--- config.mk ---
export PLATFORM = sky130hd
export DESIGN_NAME = subframe_scheduler
export DESIGN_NICKNAME = d
export VERILOG_FILES = /design/src/rtl/spdif_pkg.sv /design/src/rtl/subframe_scheduler.sv
export SDC_FILE = /design/constraint.sdc
export NUM_CORES = 1
export LEC_CHECK = 0
export BUFFER_PORTS_ARGS = -buffer_cell sky130_fd_sc_hd__buf_4
export CAP_MARGIN = 20
export CELL_PAD_IN_SITES_DETAIL_PLACEMENT = 2
export CELL_PAD_IN_SITES_GLOBAL_PLACEMENT = 2
export CORE_MARGIN = 1
export CORE_UTILIZATION = 37
export CTS_BUF_LIST = sky130_fd_sc_hd__clkbuf_4 sky130_fd_sc_hd__clkbuf_8
export CTS_CLUSTER_SIZE = 40
export DETAILED_ROUTE_END_ITERATION = 10
export GPL_ROUTABILITY_DRIVEN = 0
export PLACE_DENSITY_LB_ADDON = 0.08
export SETUP_SLACK_MARGIN = 0.2
export SYNTH_ARGS = -nofsm -noshare
export SYNTH_HDL_FRONTEND = slang
export SYNTH_SLANG_ARGS = --single-unit
--- constraint.sdc ---
create_clock -name clk -period 9.1 [get_ports clk]
set_input_delay 0.455 -clock clk [delete_from_list [all_inputs] [get_ports clk]]
set_output_delay 0.455 -clock clk [all_outputs]
set_load 0.02 [all_outputs]
--- src/rtl/spdif_pkg.sv ---
// Shared S/PDIF definitions: subframe preamble codes and default link dimensions.
package spdif_pkg;

  localparam int SAMPLE_W  = 20;
  localparam int BLOCK_LEN = 192;

  typedef enum logic [1:0] {
    PRE_Z = 2'd0,
    PRE_X = 2'd1,
    PRE_Y = 2'd2
  } preamble_t;

endpackage

--- src/rtl/subframe_scheduler.sv ---
// Alternates left/right sample slots for the S/PDIF frame assembler and tracks the
// channel-status block position, preamble selection and underrun status.
module subframe_scheduler #(
  parameter int SAMPLE_W  = spdif_pkg::SAMPLE_W,
  parameter int BLOCK_LEN = spdif_pkg::BLOCK_LEN
) (
  input  logic                 clk,
  input  logic                 rst,
  input  logic                 enable,
  input  logic [SAMPLE_W-1:0]  l_din,
  input  logic                 l_valid,
  output logic                 l_ready,
  input  logic [SAMPLE_W-1:0]  r_din,
  input  logic                 r_valid,
  output logic                 r_ready,
  input  logic [BLOCK_LEN-1:0] cs_pattern,
  input  logic                 slot_req,
  output logic [SAMPLE_W-1:0]  frame_din,
  output logic [1:0]           preamble,
  output logic                 cs_bit,
  output logic                 vout,
  output logic [7:0]           frame_counter,
  output logic                 block_done,
  output logic                 underrun
);
  import spdif_pkg::*;

  // state | meaning
  // IDLE  | link stopped, slot requests ignored, frame counter parked at 0
  // LEFT  | next served slot carries the left sample (Z or X preamble)
  // RIGHT | next served slot carries the right sample (Y preamble)
  typedef enum logic [1:0] {
    IDLE  = 2'd0,
    LEFT  = 2'd1,
    RIGHT = 2'd2
  } state_t;

  localparam logic [7:0] LAST_FRAME = 8'(BLOCK_LEN - 1);

  state_t               state, state_nxt;
  logic                 serve_l, serve_r;
  logic [BLOCK_LEN-1:0] cs_latched;
  preamble_t            preamble_q;

  always_ff @(posedge clk or posedge rst) begin
    if (rst) state <= IDLE;
    else     state <= state_nxt;
  end

  always_comb begin
    state_nxt = state;
    serve_l   = 1'b0;
    serve_r   = 1'b0;
    l_ready   = 1'b0;
    r_ready   = 1'b0;
    case (state)
      IDLE: begin
        if (enable) state_nxt = LEFT;
      end
      LEFT: begin
        if (slot_req) begin
          serve_l   = 1'b1;
          l_ready   = l_valid;
          state_nxt = RIGHT;
        end
      end
      RIGHT: begin
        if (slot_req) begin
          serve_r   = 1'b1;
          r_ready   = r_valid;
          state_nxt = enable ? LEFT : IDLE;
        end
      end
      default: state_nxt = IDLE;
    endcase
  end

  always_ff @(posedge clk or posedge rst) begin
    if (rst) begin
      frame_din     <= '0;
      preamble_q    <= PRE_Z;
      cs_bit        <= 1'b0;
      vout          <= 1'b0;
      frame_counter <= 8'd0;
      block_done    <= 1'b0;
      underrun      <= 1'b0;
      cs_latched    <= '0;
    end else begin
      vout       <= serve_l | serve_r;
      block_done <= 1'b0;
      if (state == IDLE && enable) cs_latched <= cs_pattern;
      if (serve_l) begin
        frame_din  <= l_valid ? l_din : '0;
        preamble_q <= (frame_counter == 8'd0) ? PRE_Z : PRE_X;
        cs_bit     <= cs_latched[frame_counter];
        if (!l_valid) underrun <= 1'b1;
      end
      if (serve_r) begin
        frame_din  <= r_valid ? r_din : '0;
        preamble_q <= PRE_Y;
        cs_bit     <= cs_latched[frame_counter];
        if (!r_valid) underrun <= 1'b1;
        if (frame_counter == LAST_FRAME) begin
          frame_counter <= 8'd0;
          block_done    <= 1'b1;
          cs_latched    <= cs_pattern;
        end else begin
          frame_counter <= frame_counter + 8'd1;
        end
        // stopping always parks the block at its start so the restart opens with Z
        if (!enable) frame_counter <= 8'd0;
      end
    end
  end

  assign preamble = preamble_q;

endmodule

==> qor.log <==
INFO  status         status=complete, no violations
INFO  power          power_per_cell_area=331nW/um^2
INFO  global_route   global_route.usage.total=21.0%
INFO  placement      hpwl=21.2mm
INFO  timing         timing.final.setup_violations=0
INFO  floorplanning  coreArea=28000squm
INFO  routing        per_cell_routed_wire_length=21.6microns
INFO  worst_setup_path r2r_setup_slack=5.14ns
INFO  timing         achievable-frequency=0.252GHz
INFO  worst_setup_path endpoint_kind=register
INFO  timing         finalCriticalPeriod=3.96ns
INFO  global_route   grt_remaining_overflow=0
INFO  cts            clockBufferDepth=3
INFO  worst_setup_path arrival=4.37ns
INFO  routing        number_of_iterations_in_the_first_detailed_routing_pass=4
INFO  flow_run       max_cap_violations=0
INFO  final_layout   seq_area=5710squm
INFO  placement      numPlacedInstances=1347
INFO  floorplanning  initial_utilization=38.0%
INFO  synth          netlist_area=10600squm
INFO  timing         fin_crit_sh=43.6%
INFO  worst_setup_path worstSetupEndpoint=cs_latched[68]
INFO  placement      port-buffer-count=273
INFO  routing        route.detailed.drc=0
INFO  power          ir_drop=0.142mV
INFO  floorplanning  core.rowCount=61
INFO  worst_setup_path timing.rr.end=cs_latched[68]
INFO  synth          number_of_synthesized_register_bits=228
INFO  cts            cts_setup_buffers=0
INFO  synth          yosysWarningCount=0
INFO  final_layout   finalInstanceArea=13700squm
INFO  floorplanning  top_level_ports=274
INFO  final_layout   finish.net_count=1253
INFO  worst_setup_path setup.worst_path.class=reg -> reg
INFO  cts            cts_buffers=42
INFO  timing         final.setup_skew=0.0237ns
INFO  cts            worstSkewPairLatency=0.54ns
INFO  worst_setup_path rr_startpoint=frame_counter[2]
INFO  global_route   antenna_found_initial=0
INFO  routing        vias_per_cell=5.18
INFO  synth          ys_types=52
INFO  final_layout   n_antenna_cell=0
INFO  final_layout   syn_to_final_growth=29.1%
INFO  routing        routed_wire_length=30.6mm
INFO  power          power.static_leakage=5.98nW
INFO  global_route   grt_start_max_net_pins=113
INFO  synth          yosys_most_used_dff=sky130_fd_sc_hd__dfrtp_1
INFO  timing         final.hold.worst_slack=0.0660ns
INFO  routing        detailroute.via_count=7350
INFO  final_layout   fillers=2778
INFO  timing         timing_max_transition_violations_final=0
INFO  placement      detailed_place.area=12800squm
INFO  cts            clkTransAtPathRegs=0.07ns
INFO  global_route   grt_first_pass_wirelength=46.9mm
INFO  min_path       min_path_type=in -> async
INFO  synth          syn-instance-count=743
INFO  routing        ant_nets=0
INFO  worst_setup_path worst_setup_path_startpoint=frame_counter[2]
INFO  synth          async_flop_share=100%
INFO  timing         grt_setup_unrepaired=false
INFO  timing         fin_setup_tns=0ns
INFO  floorplanning  chipHeight=172microns
INFO  timing         max_slew.worst_pin.slew=1.07ns
INFO  worst_setup_path crit_required=9.51ns
INFO  global_route   via_count_of_the_first_global_routing_pass=8349
INFO  floorplanning  chipWidth=172microns
INFO  timing         worst_slew_margin_rel=28.5%
INFO  final_layout   finalNonFillerCells=1420
INFO  routing        detailed_router_s_first_iteration_violation_count=192
INFO  synth          synth_fp_nets=983
INFO  synth          syn_avg_cell_area=14.3squm
INFO  cts            resized_gates_after_cts=0
INFO  synth          seq_area_frac_synth=53.7%
INFO  worst_setup_path setup.worst_path.start_class=register
INFO  final_layout   area_used_by_multi_input_combinational_logic=4500squm
INFO  worst_setup_path critical_path.max_fanout=80
INFO  floorplanning  die_area=29400squm
INFO  synth          synth-edff-count=0
INFO  cts            tritoncts_num_sinks=228
INFO  cts            hold_fix_buffer_count_after_cts=0
INFO  cts            clock_tree_from_tritoncts=done
INFO  cts            h-tree-depth=2
INFO  cts            clk_root_buffer_cell=sky130_fd_sc_hd__clkbuf_8
INFO  worst_setup_path r2r_cells=6
INFO  timing         hold_viol_final=0
INFO  final_layout   share_of_post_route_cells_with_drive_strength_above_1=56.2%
==> power by group <==
part	internal, mW	leakage, nW	switching (mW)
clock network	0.617	0.476	0.430
registers	1.52	2.68	0.291
logic	0.939	2.82	0.746
==> cell families after synthesis <==
family / Yosys count / share of synthesized area [%]
buffers and inverters: 62 / 4.06
AOI/OAI and AO/OA: 81 / 5.43
muxes: 255 / 31.5
adders and majority gates: 2 / 0.235
DFF: 228 / 53.7
and+or+nand+nor: 115 / 5.10
==> layout by cell type (no fill, tap or decap), drive strengths merged, types with 3 or more instances in the layout <==
cell      n
a22o      5
nand4     4
nor3      5
a211oi    5
nor2b     6
o21ai    17
a21oi    11
dfrtp   228
inv       7
mux2    194
and2      5
buf     280
nor2     54
a221oi   22
o22ai     3
nand3    10
clkbuf   71
a21o      3
mux2i    19
nand2b    5
nand2    18
mux4     42
a31oi     3
==> cell type report <==
cell class,count,share of cell area (%)
Multi-Input combinational cell,453,32.8
Sequential cell,228,41.6
Clock inverter,2,0.273
Tap cell,378,3.45
Clock buffer,71,6.25
Timing Repair Buffer,280,15.3
Inverter,8,0.273
==> per-layer routing <==
metal  share of wire, %  vias to the layer above  global-route usage (%)
met2                 51                      212                    36.6
li1                   -                     3301                       -
met1                 41                     3787                    25.6
met4                2.3                        0                    5.94
met5                  0                        -                       0
met3                6.1                       50                    5.20
==> per-stage QoR <==
| stage | total power [mW] | util (%) | worst slack, ns |
|---|---|---|---|
| detailed placement | 3.55 | 45.8 | 5.13 |
| floorplan | 3.01 | - | 2.40 |
| global route | 4.83 | 49.0 | 4.87 |
| CTS | 4.63 | 49.0 | 5.12 |
| finish | 4.54 | 49.0 | 5.14 |
| global placement | 3.46 | 45.8 | 5.23 |
==> worst max-delay path, stage by stage (launching register included) <==
cell and delay [ns]:
sky130_fd_sc_hd__dfrtp_2 0.84, sky130_fd_sc_hd__and2_1 0.35, sky130_fd_sc_hd__nand4_1 0.23, sky130_fd_sc_hd__nor3_2 0.26
sky130_fd_sc_hd__a21o_4 0.67, sky130_fd_sc_hd__buf_4 0.89, sky130_fd_sc_hd__mux2_2 0.43
==> registers in the layout, indices dropped and copies added (netlist names) <==
name,flops
underrun,1
vout,1
state,2
frame_din,20
block_done,1
cs_latched,192
cs_bit,1
preamble,2
frame_counter,8
==> how the worst min path moves through the flow <==
stage | to
final | cs_latched[182]
after global placement | underrun
after floorplan | cs_latched[166]
after detailed placement | underrun
after global routing | cs_latched[185]
after CTS | cs_latched[180]
==> synth_stat cells, types with 4 or more instances <==
cell type,instances,share of area [%]
sky130_fd_sc_hd__o21ai_0,16,0.75
sky130_fd_sc_hd__nand2b_1,5,0.29
sky130_fd_sc_hd__mux4_2,34,7.2
sky130_fd_sc_hd__nor2_1,54,1.9
sky130_fd_sc_hd__clkbuf_1,10,0.35
sky130_fd_sc_hd__nand3_1,9,0.42
sky130_fd_sc_hd__nand2_1,18,0.64
sky130_fd_sc_hd__buf_6,12,1.3
sky130_fd_sc_hd__and2_1,4,0.24
sky130_fd_sc_hd__a221oi_1,22,1.8
sky130_fd_sc_hd__buf_4,18,1.3
sky130_fd_sc_hd__nor2b_1,6,0.35
sky130_fd_sc_hd__mux4_1,7,1.7
sky130_fd_sc_hd__nor3_1,4,0.19
sky130_fd_sc_hd__buf_2,9,0.42
sky130_fd_sc_hd__nand4_1,4,0.24
sky130_fd_sc_hd__a22o_1,5,0.41
sky130_fd_sc_hd__mux2_2,185,20
sky130_fd_sc_hd__dfrtp_1,228,54
sky130_fd_sc_hd__mux2i_1,19,1.8
sky130_fd_sc_hd__inv_1,6,0.21
sky130_fd_sc_hd__mux2_1,9,0.95
sky130_fd_sc_hd__a211oi_1,5,0.35
sky130_fd_sc_hd__a21oi_1,11,0.52
No activity file was read; power rests on OpenSTA's default activity.
